### src/rtl/instr_fetch.sv
// Instruction fetch stage: requests one word from instruction memory, holds it
// for decode until accepted, and stops permanently (until reset) on HALT_INSTR.
module instr_fetch #(
  parameter logic [15:0] RESET_PC   = 16'h0000,
  parameter logic [15:0] HALT_INSTR = 16'hFFFF
) (
  input  logic        clock,
  input  logic        reset,
  input  logic [15:0] pc_next,
  output logic [15:0] pc,
  output logic [15:0] imem_addr,
  output logic        imem_req,
  input  logic        imem_ack,
  input  logic [15:0] imem_data,
  output logic [15:0] instr,
  output logic        instr_valid,
  input  logic        instr_ready,
  output logic        halted,
  output logic [15:0] fetch_count
);

  typedef enum logic [1:0] {
    FETCH = 2'd0,
    HOLD  = 2'd1,
    HALT  = 2'd2
  } state_t;

  state_t      state;
  state_t      state_nxt;
  logic [15:0] pc_nxt;
  logic [15:0] instr_nxt;
  logic [15:0] count_nxt;

  // Handshake outputs come straight from the state register, so neither
  // imem_ack nor instr_ready can reach them combinationally.
  assign imem_req    = (state == FETCH);
  assign instr_valid = (state == HOLD);
  assign halted      = (state == HALT);
  assign imem_addr   = pc;

  always_comb begin
    // NOTE: every variable gets a hold-value default before the case, so no
    // branch can leave one unassigned and infer a latch.
    state_nxt = state;
    pc_nxt    = pc;
    instr_nxt = instr;
    count_nxt = fetch_count;

    case (state)
      FETCH: begin
        if (imem_ack) begin
          instr_nxt = imem_data;
          state_nxt = HOLD;
        end
      end

      HOLD: begin
        if (instr_ready) begin
          count_nxt = fetch_count + 16'd1;
          if (instr == HALT_INSTR) begin
            state_nxt = HALT;
          end else begin
            pc_nxt    = pc_next;
            state_nxt = FETCH;
          end
        end
      end

      HALT: begin
        state_nxt = HALT;
      end

      default: begin
        state_nxt = FETCH;
      end
    endcase
  end

  // NOTE: non-blocking assignments make every register update from the same
  // pre-edge values, independent of statement order.
  always_ff @(posedge clock) begin
    if (reset) begin
      state       <= FETCH;
      pc          <= RESET_PC;
      instr       <= 16'h0000;
      fetch_count <= 16'h0000;
    end else begin
      state       <= state_nxt;
      pc          <= pc_nxt;
      instr       <= instr_nxt;
      fetch_count <= count_nxt;
    end
  end

endmodule

### config.mk
export PLATFORM = sky130hd
export DESIGN_NAME = instr_fetch
export DESIGN_NICKNAME = d
export VERILOG_FILES = /design/src/rtl/instr_fetch.sv
export SDC_FILE = /design/constraint.sdc
export NUM_CORES = 1
export LEC_CHECK = 0
export ABC_CLOCK_PERIOD_IN_PS = 1800
export CAP_MARGIN = 5
export CORE_UTILIZATION = 36
export DETAILED_ROUTE_END_ITERATION = 8
export PLACE_DENSITY = 0.75
export RECOVER_POWER = 25
export SLEW_MARGIN = 20
export SYNTH_ARGS = -nofsm -noshare
export SYNTH_HDL_FRONTEND = slang
export SYNTH_SLANG_ARGS = --single-unit
### constraint.sdc
create_clock -name clock -period 1.8 [get_ports clock]
set_input_delay 0.45 -clock clock [delete_from_list [all_inputs] [get_ports clock]]
set_output_delay 0.45 -clock clock [all_outputs]
set_load 0.05 [all_outputs]
==> flow_summary.ini, run 1 <==
[status]
status = finished, final reports clean

[cts]
h-tree-depth = 2
clockRootBuffer = clkbuf_8
clk_pin_slew_ns = 0.09
ctsHoldBuffers = 0
cts_setup_buffers = 0
cts_tree = built
clock-sinks = 50
clk_path_buf_depth = 2
clock_latency_ns = 0.30
cts_inserted_buffers = 5

[logic_synthesis]
syn_nets = 276
synth.distinct_cells = 35
syn_avg_cell_area_um2 = 8.889
synth-seq-cells = 50
yosysSeqAreaShare_pct = 47.11
syn-cell-area_um2 = 2125
syn-instance-count = 239
yosys_warnings = 0

[drt]
dr.pass1.iters = 4
wire_per_inst_um = 12.68
drt-total-wl_um = 5150
via_per_inst = 4.734
route.vias.total = 1922
antenna_left = 0
drc_errors = 0
drt_iter0_markers = 61

[floorplanning]
io_pins = 103
dieWidth_um = 78.82
core_area_um2 = 5608
num_rows = 27
die_area_um2 = 6213
initial_core_util_pct = 37.88
die_y_um = 78.82

[grt]
grt_pass1_wl_um = 8252
overflow = 0
track_usage_pct = 16.84
grt_max_degree = 28
grt_pass1_vias = 1794
antenna_found_initial = 0

[placed_design]
gp_congestion = 0.8231
placed_cell_area_um2 = 3118
pre_cts_ws_ns = -0.2418
place_inst = 398
io_buffers = 102
dp_hpwl_um = 3854

[worst_setup_path]
arrival_ns = 1.22
regToRegStartpoint = fetch_count[0]$_SDFFE_PP0P_
cp-start-kind = flop
critPathKind = flop to output port
worstRegToRegCells = 5
end_kind = output port
cp_max_fo = 6
r2r_slack_ns = 0.20
required_ns = 1.35
reg2reg_to = fetch_count[14]$_SDFFE_PP0P_

[timing]
grt_setup_unrepaired = false
hold_viol_final = 0
final.setup_skew_ns = 0.008439
min_period_over_period_pct = 92.77
worst_slack_ns = 0.1302
slew-limit-headroom_pct = 59.49
drv_slew = 0
worstMarginPinSlew_ns = 0.6102
setup_viol = 0
fin_crit_ns = 1.670
max_freq_mhz = 598.9
finalSetupTns_ns = 0

[cells_and_area]
drive_gt1_share_pct = 32.34
syn2layout_area_growth_pct = 49.94
final_cell_mix = buf_4 (63), nand2_1 (39), clkdlybuf4s50_1 (33)
nNetsFinal = 370
stdcell_area_um2 = 3186
antenna_cells = 0
final_cells = 406
final_common_cell = buf_4

[power]
total_power_mw = 2.420
power_density_nw_per_um2 = 759.7
ir_drop_mv = 0.3400
p_leak_nw = 1.400

[hold_path]
holdPathEnd = instr[2]$_SDFFE_PP0P_
hold_class = flop to flop
hold_depth = 2
min_from = instr[2]$_SDFFE_PP0P_

[job]
maxCapViolCount = 0
==> stage by stage <==
step                utilization (%)  hold slack (ns)
global route                  56.81           0.4929
finish                        56.81           0.4683
detailed placement            55.60           0.4580
floorplan                         -           0.5487
global placement              55.60           0.4495
CTS                           57.50           0.4729
==> worst max path at each step <==
stage                                 from                           end  slack, ns
2_1_floorplan       instr[13]$_SDFFE_PP0P_     imem_addr[4]$_SDFFE_PP0P_     -0.007
3_3_place_gp                   instr_ready  fetch_count[14]$_SDFFE_PP0P_      -0.19
3_5_place_dp                   instr_ready  fetch_count[14]$_SDFFE_PP0P_      -0.24
4_1_cts                        instr_ready  fetch_count[14]$_SDFFE_PP0P_       0.08
5_1_grt        fetch_count[0]$_SDFFE_PP0P_  fetch_count[12]$_SDFFE_PP0P_       0.05
6_report             state[1]$_SDFFE_PP0P_                        halted       0.13
==> cell usage after synthesis (all sizes together) <==
cell    instances  area (um2)
dfxtp          50        1001
nand2          39       146.4
nor2           32       120.1
a21oi          22       110.1
buf            19       138.9
mux2i          16       160.2
xnor2           9       78.83
clkbuf          8       30.03
nand4           7       71.31
nand3           5       25.02
nor4            5       37.53
inv             3       11.26
nor2b           3       18.77
nor3            3       15.01
nand2b          2       12.51
or2             2       12.52
xor2            2       17.52
a31o            1       8.760
and2            1       6.260
and3b           1       8.760
ha              1       12.51
mux2            1       11.26
nand3b          1       7.510
nand4b          1       8.760
o21ai           1       5.000
o31ai           1       7.510
o41ai           1       27.53
or3             1       6.260
or4             1       7.510
==> final cells by class <==
type / instances / area (um2)
Inverter: 3 / 11.26
Timing Repair Buffer: 114 / 978.4
Clock buffer: 6 / 72.57
Tap cell: 72 / 90.09
Clock inverter: 2 / 33.78
Multi-Input combinational cell: 159 / 943.4
Sequential cell: 50 / 1056
Fill cell: 512 / 2422
==> kinds of logic after synthesis <==
| kind of cell | after synthesis | share of synthesized area (%) |
|---|---|---|
| and+or+nand+nor | 104 | 23.73 |
| buffers and inverters | 30 | 8.481 |
| adders and majority gates | 1 | 0.5888 |
| AOI/OAI and AO/OA | 26 | 7.480 |
| xor gates and xnor gates | 11 | 4.535 |
| muxes | 17 | 8.068 |
| DFF | 50 | 47.11 |
==> flip-flops by register name, summed over array words and instances (netlist names) <==
register,flops
fetch_count,16
instr,16
state,2
imem_addr,16
==> what timing repair did <==
item / in CTS / in global routing
resized for setup: 0 / 1
endpoints found under the setup margin: 0 / 1
endpoints found under the hold margin: 0 / 0
==> power by group <==
part	leakage, nW	switching (mW)	internal, mW
Clock	0.0528	0.360	0.411
Combinational	0.927	0.291	0.184
Sequential	0.420	0.0347	1.14
==> critical path, stage by stage (launching register included) <==
cell,delay (ns)
dfxtp_1,0.42
nor2b_1,0.32
buf_12,0.18
==> routing by layer <==
metal / routed length, um / vias up / part of all wire (%) / global-route usage (%)
li1: - / 966 / - / -
met1: 2328 / 886 / 45 / 21.94
met2: 2427 / 64 / 47 / 27.57
met3: 333 / 6 / 6.5 / 3.793
met4: 61 / 0 / 1.2 / 5.455
met5: 0 / - / 0 / 0
Power figures use the tool's default switching activity.
==> run 2: changes to the inputs <==
--- a/config.mk
+++ b/config.mk
@@ -9,7 +9,7 @@
 export CAP_MARGIN = 5
 export CORE_UTILIZATION = 36
 export DETAILED_ROUTE_END_ITERATION = 8
-export PLACE_DENSITY = 0.75
+export PLACE_DENSITY_LB_ADDON = 0.12
 export RECOVER_POWER = 25
 export SLEW_MARGIN = 20
 export SYNTH_ARGS = -nofsm -noshare
==> run 2 against run 1 <==
Against the previous run:
- clock power grew 15%
- highest routed layer unchanged
- via count is 0.10% higher
- register-to-register slack got worse by 0.02 ns
- sequential share of layout area is essentially flat
- largest power group unchanged
- critical path depth up 3
==> flow_summary.ini, run 2 (synthesized netlist as in run 1, its figures left out) <==
[placed_design]
dp_hpwl_um = 3708
gp_congestion = 0.7597
io_buffers = 102
placed_cell_area_um2 = 3100
pre_cts_ws_ns = -0.2546
place_inst = 399

[grt]
grt_max_degree = 22
antenna_found_initial = 0
grt_pass1_wl_um = 7914
overflow = 0
grt_pass1_vias = 1719
track_usage_pct = 16.47

[power]
p_leak_nw = 1.400
ir_drop_mv = 0.3818
power_density_nw_per_um2 = 792.7

[cts]
cts_setup_buffers = 0
clock_latency_ns = 0.31
clk_path_buf_depth = 2
cts_tree = built
h-tree-depth = 2
clockRootBuffer = clkbuf_8
ctsResizeCount = 0
cts_inserted_buffers = 5
ctsHoldBuffers = 0
clock-sinks = 50
clk_pin_slew_ns = 0.09

[timing]
worstMarginPinSlew_ns = 0.6176
hold_viol_final = 0
slew-limit-headroom_pct = 59.00
grt_setup_unrepaired = false
fin_crit_ns = 1.726
whs_ns = 0.4628
max_freq_mhz = 579.5
min_period_over_period_pct = 95.87
setup_viol = 0
drv_slew = 0
final.setup_skew_ns = 0.006152
worst_slack_ns = 0.07427

[floorplanning]
initial_core_util_pct = 37.88
dieWidth_um = 78.82
num_rows = 27
core_area_um2 = 5608
die_area_um2 = 6213
io_pins = 103
die_y_um = 78.82

[drt]
wire_per_inst_um = 12.30
drc_errors = 0
route.vias.total = 1924
antenna_left = 0
via_per_inst = 4.727
drt-total-wl_um = 5006
drt_iter0_markers = 52
dr.pass1.iters = 4

[hold_path]
hold_class = flop to flop

[worst_setup_path]
end_kind = flop
arrival_ns = 1.96
cp-start-kind = input pin
critPathKind = input pin to flop
required_ns = 2.04
cp_max_fo = 4

[cells_and_area]
drive_gt1_share_pct = 33.43
seq_area_um2 = 1057
fill_cells = 529
syn2layout_area_growth_pct = 50.18
nNetsFinal = 371
final_common_cell = buf_4
antenna_cells = 0
final_cells = 407
stdcell_area_um2 = 3191
multi_input_area_um2 = 943.4
final_cell_mix = buf_4 (65), nand2_1 (39), clkdlybuf4s50_1 (34)

[job]
maxCapViolCount = 0

[status]
status = finished, final reports clean
run 2: changes by cell type in the layout (fill, tap and decap cells not counted), sizes merged:
| cell | before | now |
|---|---|---|
| clkbuf | 16 | 17 |
| clkdlybuf4s50 | 33 | 34 |
| dlymetal6s2s | 1 | 0 |
run 2: final timing paths:
kind | end | slack (ns) | cells after the start | from
hold / removal | instr[5]$_SDFFE_PP0P_ | 0.46 | 2 | instr[5]$_SDFFE_PP0P_
setup / recovery | fetch_count[14]$_SDFFE_PP0P_ | 0.07 | 5 | instr_ready
hold reg to reg | instr[5]$_SDFFE_PP0P_ | 0.46 | 2 | instr[5]$_SDFFE_PP0P_
setup reg to reg | fetch_count[14]$_SDFFE_PP0P_ | 0.18 | 5 | fetch_count[0]$_SDFFE_PP0P_
run 2: final cells by class:
class	instances	area share, %
timing repair buffer	115	29.96
multi-input combinational	159	29.57
clock inverter	2	1.216
tap	72	2.824
clock buffer	6	2.941
sequential	50	33.14
inverter	3	0.3529
run 2: metrics by stage:
stage                     total power [mW]  utilization, %   TNS, ns
after CTS                            2.580           57.65         0
final                                2.529           56.89         0
after detailed placement             1.683           55.29    -1.852
after floorplan                      1.498               -  -0.07403
after global routing                 2.644           56.89         0
after global placement               1.681           55.29    -1.802
run 2: where the power goes:
| part | total, mW | internal, mW | leakage [nW] | switching, mW |
|---|---|---|---|---|
| clock network | 0.887 | 0.501 | 0.0665 | 0.386 |
| registers | 1.17 | 1.14 | 0.421 | 0.0352 |
| logic | 0.467 | 0.180 | 0.913 | 0.287 |
run 2: worst max-delay path, cell delays in order:
cell	delay (ns)
clkdlybuf4s50_1	0.52
nand4b_1	0.13
or2_1	0.24
or4_1	0.46
a21oi_1	0.16
run 2: routing by layer:
metal,track usage (%),up-vias,wire length (um)
li1,-,973,-
met1,20.47,887,2205
met2,26.96,56,2412
met3,4.138,8,306
met4,7.091,0,82
met5,0,-,0
